**config.mk**
```make
export PLATFORM = sky130hd
export DESIGN_NAME = branch_cond_unit
export DESIGN_NICKNAME = d
export VERILOG_FILES = /design/src/rtl/branch_cond_pkg.sv /design/src/rtl/cond_eval.sv /design/src/rtl/branch_cond_unit.sv
export SDC_FILE = /design/constraint.sdc
export NUM_CORES = 1
export LEC_CHECK = 0
export CAP_MARGIN = 20
export CORE_AREA = 4 4 41 43
export CTS_BUF_LIST = sky130_fd_sc_hd__clkbuf_4 sky130_fd_sc_hd__clkbuf_8
export CTS_CLUSTER_SIZE = 10
export DETAILED_ROUTE_END_ITERATION = 10
export DIE_AREA = 0 0 45 47
export PLACE_DENSITY = 0.67
export SLEW_MARGIN = 20
export SYNTH_ARGS = -nofsm -noshare
export SYNTH_HDL_FRONTEND = slang
export SYNTH_HIERARCHICAL = 1
export SYNTH_SLANG_ARGS = --single-unit
```
**constraint.sdc**
```tcl
create_clock -name clk -period 1.7 [get_ports clk]
set_input_delay 0.255 -clock clk [delete_from_list [all_inputs] [get_ports clk]]
set_output_delay 0.255 -clock clk [all_outputs]
set_load 0.005 [all_outputs]
```
**src/rtl/branch_cond_pkg.sv**
```systemverilog
`default_nettype none
// ============================================================================
// Module      : branch_cond_pkg
// Description : Shared definitions for the branch condition unit. Holds the
//               condition-code encodings, the controller state enum and the
//               default taken-counter width.
// Revision    : 1.0 - initial release
// ============================================================================
package branch_cond_pkg;

   // Default width of the optional taken-branch counter
   localparam int CNT_W_DEF = 16;

   // Condition-code encodings carried on cond_sel
   localparam logic [2:0] COND_NEVER  = 3'b000;
   localparam logic [2:0] COND_ALWAYS = 3'b001;
   localparam logic [2:0] COND_REL    = 3'b010;
   localparam logic [2:0] COND_NREL   = 3'b011;
   localparam logic [2:0] COND_Z      = 3'b100;
   localparam logic [2:0] COND_NZ     = 3'b101;
   localparam logic [2:0] COND_N      = 3'b110;
   localparam logic [2:0] COND_NN     = 3'b111;

   // Controller states: IDLE holds no flags, LOADED holds valid flags,
   // EVAL computes the condition, DONE presents the result for one cycle
   typedef enum logic [1:0] {
      ST_IDLE   = 2'd0,
      ST_LOADED = 2'd1,
      ST_EVAL   = 2'd2,
      ST_DONE   = 2'd3
   } state_e;

endpackage : branch_cond_pkg
`default_nettype wire

```
**src/rtl/cond_eval.sv**
```systemverilog
`default_nettype none
// ============================================================================
// Module      : cond_eval
// Description : Purely combinational condition evaluator. Maps a 3-bit
//               condition code and the held relational flags onto a single
//               taken/not-taken decision.
// Revision    : 1.0 - initial release
// ============================================================================
module cond_eval
   import branch_cond_pkg::*;
(
   input  logic [2:0] cond_sel_i,
   input  logic       rel_i,
   input  logic       z_i,
   input  logic       n_i,
   output logic       taken_o
);

   // Decode the condition code against the flags
   always_comb begin
      taken_o = 1'b0;
      case (cond_sel_i)
         COND_NEVER:  taken_o = 1'b0;
         COND_ALWAYS: taken_o = 1'b1;
         COND_REL:    taken_o = rel_i;
         COND_NREL:   taken_o = ~rel_i;
         COND_Z:      taken_o = z_i;
         COND_NZ:     taken_o = ~z_i;
         COND_N:      taken_o = n_i;
         COND_NN:     taken_o = ~n_i;
         default:     taken_o = 1'b0;
      endcase
   end

endmodule : cond_eval
`default_nettype wire

```
**src/rtl/branch_cond_unit.sv**
```systemverilog
`default_nettype none
// ============================================================================
// Module      : branch_cond_unit
// Description : Captures relational flags through a valid/ready handshake,
//               evaluates a requested branch condition against them and
//               reports the result with a one-cycle eval_done pulse.
//               Optional feature macro TAKEN_CNT_EN adds a saturating
//               taken-branch counter on port taken_cnt.
// Revision    : 1.0 - initial release
// ============================================================================
module branch_cond_unit
   import branch_cond_pkg::*;
#(
   parameter int CNT_W = CNT_W_DEF
)(
   input  logic             clk,
   input  logic             rst,
   input  logic             flag_valid,
   output logic             flag_ready,
   input  logic             rel_in,
   input  logic             z_in,
   input  logic             n_in,
   input  logic             eval_req,
   input  logic [2:0]       cond_sel,
   output logic             eval_done,
   output logic             branch_taken,
   output logic             rel_q,
   output logic             z_q,
   output logic             n_q
`ifdef TAKEN_CNT_EN
   ,
   output logic [CNT_W-1:0] taken_cnt
`endif
);

   state_e     state_q;
   state_e     state_d;
   logic [2:0] cond_q;
   logic       flags_vld_q;
   logic       branch_taken_q;
   logic       w_capture;
   logic       w_taken;

   // Flags are accepted only while no evaluation is in flight; reset blocks
   // acceptance immediately so upstream never hands off into a reset edge
   assign flag_ready   = ~rst & ((state_q == ST_IDLE) | (state_q == ST_LOADED));
   assign w_capture    = flag_valid & flag_ready;

   // DONE lasts exactly one cycle; a reset arriving in DONE suppresses it
   assign eval_done    = ~rst & (state_q == ST_DONE);
   assign branch_taken = branch_taken_q;

   // Next-state logic for the evaluation controller
   always_comb begin
      state_d = state_q;
      case (state_q)
         ST_IDLE: begin
            // A pending eval_req is deliberately ignored until flags exist
            if (w_capture) state_d = ST_LOADED;
         end
         ST_LOADED: begin
            if (eval_req && (flags_vld_q || w_capture)) state_d = ST_EVAL;
         end
         ST_EVAL:  state_d = ST_DONE;
         ST_DONE:  state_d = ST_LOADED;
         default:  state_d = ST_IDLE;
      endcase
   end

   // State register
   always_ff @(posedge clk) begin
      if (rst) state_q <= ST_IDLE;
      else     state_q <= state_d;
   end

   // Flag capture; a capture coinciding with eval acceptance lands on the
   // same edge, so EVAL always sees the newest flags
   always_ff @(posedge clk) begin
      if (rst) begin
         rel_q       <= 1'b0;
         z_q         <= 1'b0;
         n_q         <= 1'b0;
         flags_vld_q <= 1'b0;
      end else if (w_capture) begin
         rel_q       <= rel_in;
         z_q         <= z_in;
         n_q         <= n_in;
         flags_vld_q <= 1'b1;
      end
   end

   // Latch the condition code on the edge the request is accepted
   always_ff @(posedge clk) begin
      if (rst) begin
         cond_q <= COND_NEVER;
      end else if ((state_q == ST_LOADED) && (state_d == ST_EVAL)) begin
         cond_q <= cond_sel;
      end
   end

   cond_eval u_cond_eval (
      .cond_sel_i (cond_q),
      .rel_i      (rel_q),
      .z_i        (z_q),
      .n_i        (n_q),
      .taken_o    (w_taken)
   );

   // Result register: written leaving EVAL, held until the next evaluation
   always_ff @(posedge clk) begin
      if (rst)                      branch_taken_q <= 1'b0;
      else if (state_q == ST_EVAL)  branch_taken_q <= w_taken;
   end

`ifdef TAKEN_CNT_EN
   // Saturating count of DONE cycles that reported a taken branch
   always_ff @(posedge clk) begin
      if (rst) begin
         taken_cnt <= '0;
      end else if ((state_q == ST_DONE) && branch_taken_q && (taken_cnt != {CNT_W{1'b1}})) begin
         taken_cnt <= taken_cnt + CNT_W'(1);
      end
   end
`else
   // Counter width has no effect when the counter is not built
   logic w_unused_cnt_w;
   assign w_unused_cnt_w = ^CNT_W;
`endif

endmodule : branch_cond_unit
`default_nettype wire

```
==> run summary <==
The final estimated routing congestion in global placement is 0.654. The number of filler instances in the final layout is ~150. The final hold violation count came out at 0. The cell area that synthesis handed to floorplanning was 454 sq um. The area of combinational cells with multiple inputs came out at ~250 sq um. The number of DRC markers after the initial detailed-route iteration is 6. The capturing element type of the critical path is a primary output. The total count of max-transition violations in the final report came out at 0. The later-pin clock latency in the skew report is 0.26 ns. The final-report setup violation count came out at 0. The overall routing resource usage is 0.0921. Max-cap violations in this run came to 0. Global routing finished with a remaining overflow of 0. The simple-gate share of the synthesized area came out at 0.259. The clock period minus worst slack came out at 1.56 ns.

Setup repair after global routing left no endpoint under its margin. The areal power density over the cells came out at 824 nW/um^2. Counting every instance in the synthesized netlist gives 46.

The number of buffers added on ports is 15. The leakage component of the power is ~0.28 nW. The number of global-route vias before repair came out at 330. STA classifies the critical path startpoint as a register. The count of boundary I/O pins came out at 16.

After synthesis, the largest family of logic cells by area is simple AND/OR/NAND/NOR gates. Of the available clock period, the critical path in the final layout requires 0.918. The worst endpoint data arrival time is 1.31 ns.

After detailed routing, the number of remaining DRC violations is 0. After synthesis, the mean cell area works out to 9.87 sq um. The worst path meets setup with around 0.14 ns of slack.

The number of placement rows came out at 13. Measured against its own limit, the worst slew margin works out to 0.775. The number of nets with antenna violations after detailed routing came out at 0.

At the placement stage, the worst setup path has a slack of 0.0474 ns. The flow ran to the end, and the final reports show no timing, DRC or antenna violations. TritonCTS built the clock tree. After detailed routing, the total wire length is ~800 microns. Along the worst path, the maximum fanout reaches 6.

The number of nets in the layout came out at 76. The via density per instance came out at 4.64. The peak ir drop on the vdd network is 0.436 mV. The count of cell types in the netlist came out at 14. The ratio of cells with drive above 1 in the final layout is 0.138.

The number of warnings reported in the yosys synthesis log came out at 6. The area occupied by registers is 201 sq um. The sum of negative setup slack came out at 0 ns.

The arithmetic-cell share of the synthesized area counting full adders, half adders and majority gates came out at 0. The post-detailed-placement half-perimeter wirelength came out at 625 microns. The die is 45 microns wide.

The tightest min-delay check is of the in2reg type. The count of cells along the worst register-to-register path came out at 3. The top cell types in the final layout, fill and taps aside, are sky130_fd_sc_hd__clkdlybuf4s50_1, sky130_fd_sc_hd__mux2i_1, sky130_fd_sc_hd__dfxtp_1. For this run, the detailed router's first-pass iteration total came to 4.

The share of synthesized area spent on multiplexers came out at 0.198. The register bit total from synthesis is 10. The leading cell type in the layout, fill and taps excluded is sky130_fd_sc_hd__clkdlybuf4s50_1. When the netlist entered floorplanning its net count stood at 56. The maximum root-to-sink buffer count came out at 2. Entering global routing, the biggest net connects 13 pins. The initial utilization of the core area, before any placement, comes to 0.349. The cell sitting at the root of the clock tree is a sky130_fd_sc_hd__clkbuf_4. The area growth from synthesis to final layout is 46.8%. The required time of the critical path came out at between 1 and 1.5 ns. The clock transition time at the flip-flop clock pins of the worst setup and hold paths came out at approximately 0.070 ns. The transition time at the pin with the least slew margin is 0.336 ns.

The clock tree skew after final layout is 0.00223 ns. In this run the number of H-tree levels came out at 1. The compound-gate portion of the synthesized area came to 0.0661.

The upper clock frequency limit is 641 MHz. The final route contains 371 vias. The floorplan step defined a die boundary enclosing 2120 sq um.

The sequential area share after synthesis came out at 0.441. The setup path with the least slack is of type reg2out. The sink count of the clock tree came out at 10. The count of inserted antenna diode cells is 0. The number of cells on the worst hold path came out at 2. The post-synthesis share of cell area spent on xor and xnor gates is 0.0193. The wire length of the first global-routing pass came out at ~1.3 mm. The average wire per standard cell is 10.3 microns.

The total core area came out at 1300 sq um. The initial antenna violation count came out at 0. The height of the die is 47 microns. The total clock buffers created by CTS came out at 3. The post-CTS setup-driven buffer insertion count came out at 0.
[area by class of cell]
cell class                 instances  share of cell area
inverter                           1             0.00563
clock buffer                       4              0.0544
timing repair buffer              16               0.240
sequential                        10               0.302
tap                               15              0.0281
multi-input combinational         34               0.370
[sequential cells by signal, summed over array words and instances, names as in the netlist]
register      count
rel_q             1
flags_vld_q       1
z_q               1
state_q           2
branch_taken      1
cond_q            3
n_q               1
[path summary, 6_finish.rpt]
kind | startpoint | endpoint | slack, ns
setup / recovery | state_q[1] | eval_done | 0.14
hold / removal | rst | state_q[0] | 0.32
setup reg to reg | state_q[0] | cond_q[1] | 0.57
hold reg to reg | flags_vld_q | flags_vld_q | 0.47
[logic make-up (layout without fill, tap and decap cells)]
| group | count (synthesis) | after routing |
|---|---|---|
| DFF | 10 | 10 |
| muxes | 9 | 9 |
| buffers and inverters | 2 | 21 |
| xor gates and xnor gates | 1 | 1 |
| AOI/OAI and AO/OA | 2 | 2 |
| and+or+nand+nor | 22 | 22 |
[worst max-delay path: stages, from the launching register on]
cell                              delay (ns)
sky130_fd_sc_hd__dfxtp_2                0.40
sky130_fd_sc_hd__nand2_1                0.07
sky130_fd_sc_hd__nor2_1                 0.08
sky130_fd_sc_hd__clkdlybuf4s50_1        0.50
[metrics by stage]
step,instance area (sq um),util,hold WS (ns),power [mW],std cells
detailed placement,627,0.482,0.459,0.341,76
global placement,627,0.482,0.449,0.341,76
global route,667,0.513,0.331,0.582,80
floorplan,454,-,0.402,0.299,46
CTS,663,0.510,0.476,0.560,80
finish,667,0.513,0.315,0.549,80
[per-layer routing]
layer  global-route usage  part of all wire
met2                0.133              0.46
met5                    0                 0
met1                0.104              0.46
met4               0.0702             0.015
met3               0.0460             0.069
[timing repair]
item / CTS / global route
hold buffers: 0 / 0
setup endpoints to repair: 0 / 1
gates resized for setup: 0 / 2
[synth_stat cells]
library cell | count | area, sq um
sky130_fd_sc_hd__dfxtp_1 | 10 | 200
sky130_fd_sc_hd__mux2i_1 | 9 | 90.1
sky130_fd_sc_hd__nor2_1 | 8 | 30.0
sky130_fd_sc_hd__nand2b_1 | 6 | 37.5
sky130_fd_sc_hd__nand2_1 | 3 | 11.3
sky130_fd_sc_hd__nor3_1 | 2 | 10.0
sky130_fd_sc_hd__a211oi_4 | 1 | 20.0
sky130_fd_sc_hd__clkbuf_1 | 1 | 3.75
sky130_fd_sc_hd__inv_1 | 1 | 3.75
sky130_fd_sc_hd__nand2b_4 | 1 | 13.8
sky130_fd_sc_hd__nor2b_1 | 1 | 6.26
sky130_fd_sc_hd__nor2b_2 | 1 | 8.76
sky130_fd_sc_hd__o21ba_1 | 1 | 10.0
sky130_fd_sc_hd__xor2_1 | 1 | 8.76
[power by group]
| group | internal (mW) | switching, mW |
|---|---|---|
| clock | 0.130 | 0.0840 |
| combinational | 0.0508 | 0.0277 |
| sequential | 0.247 | 0.0102 |
| total | 0.427 | 0.122 |
No activity file was read; power rests on OpenSTA's default activity.
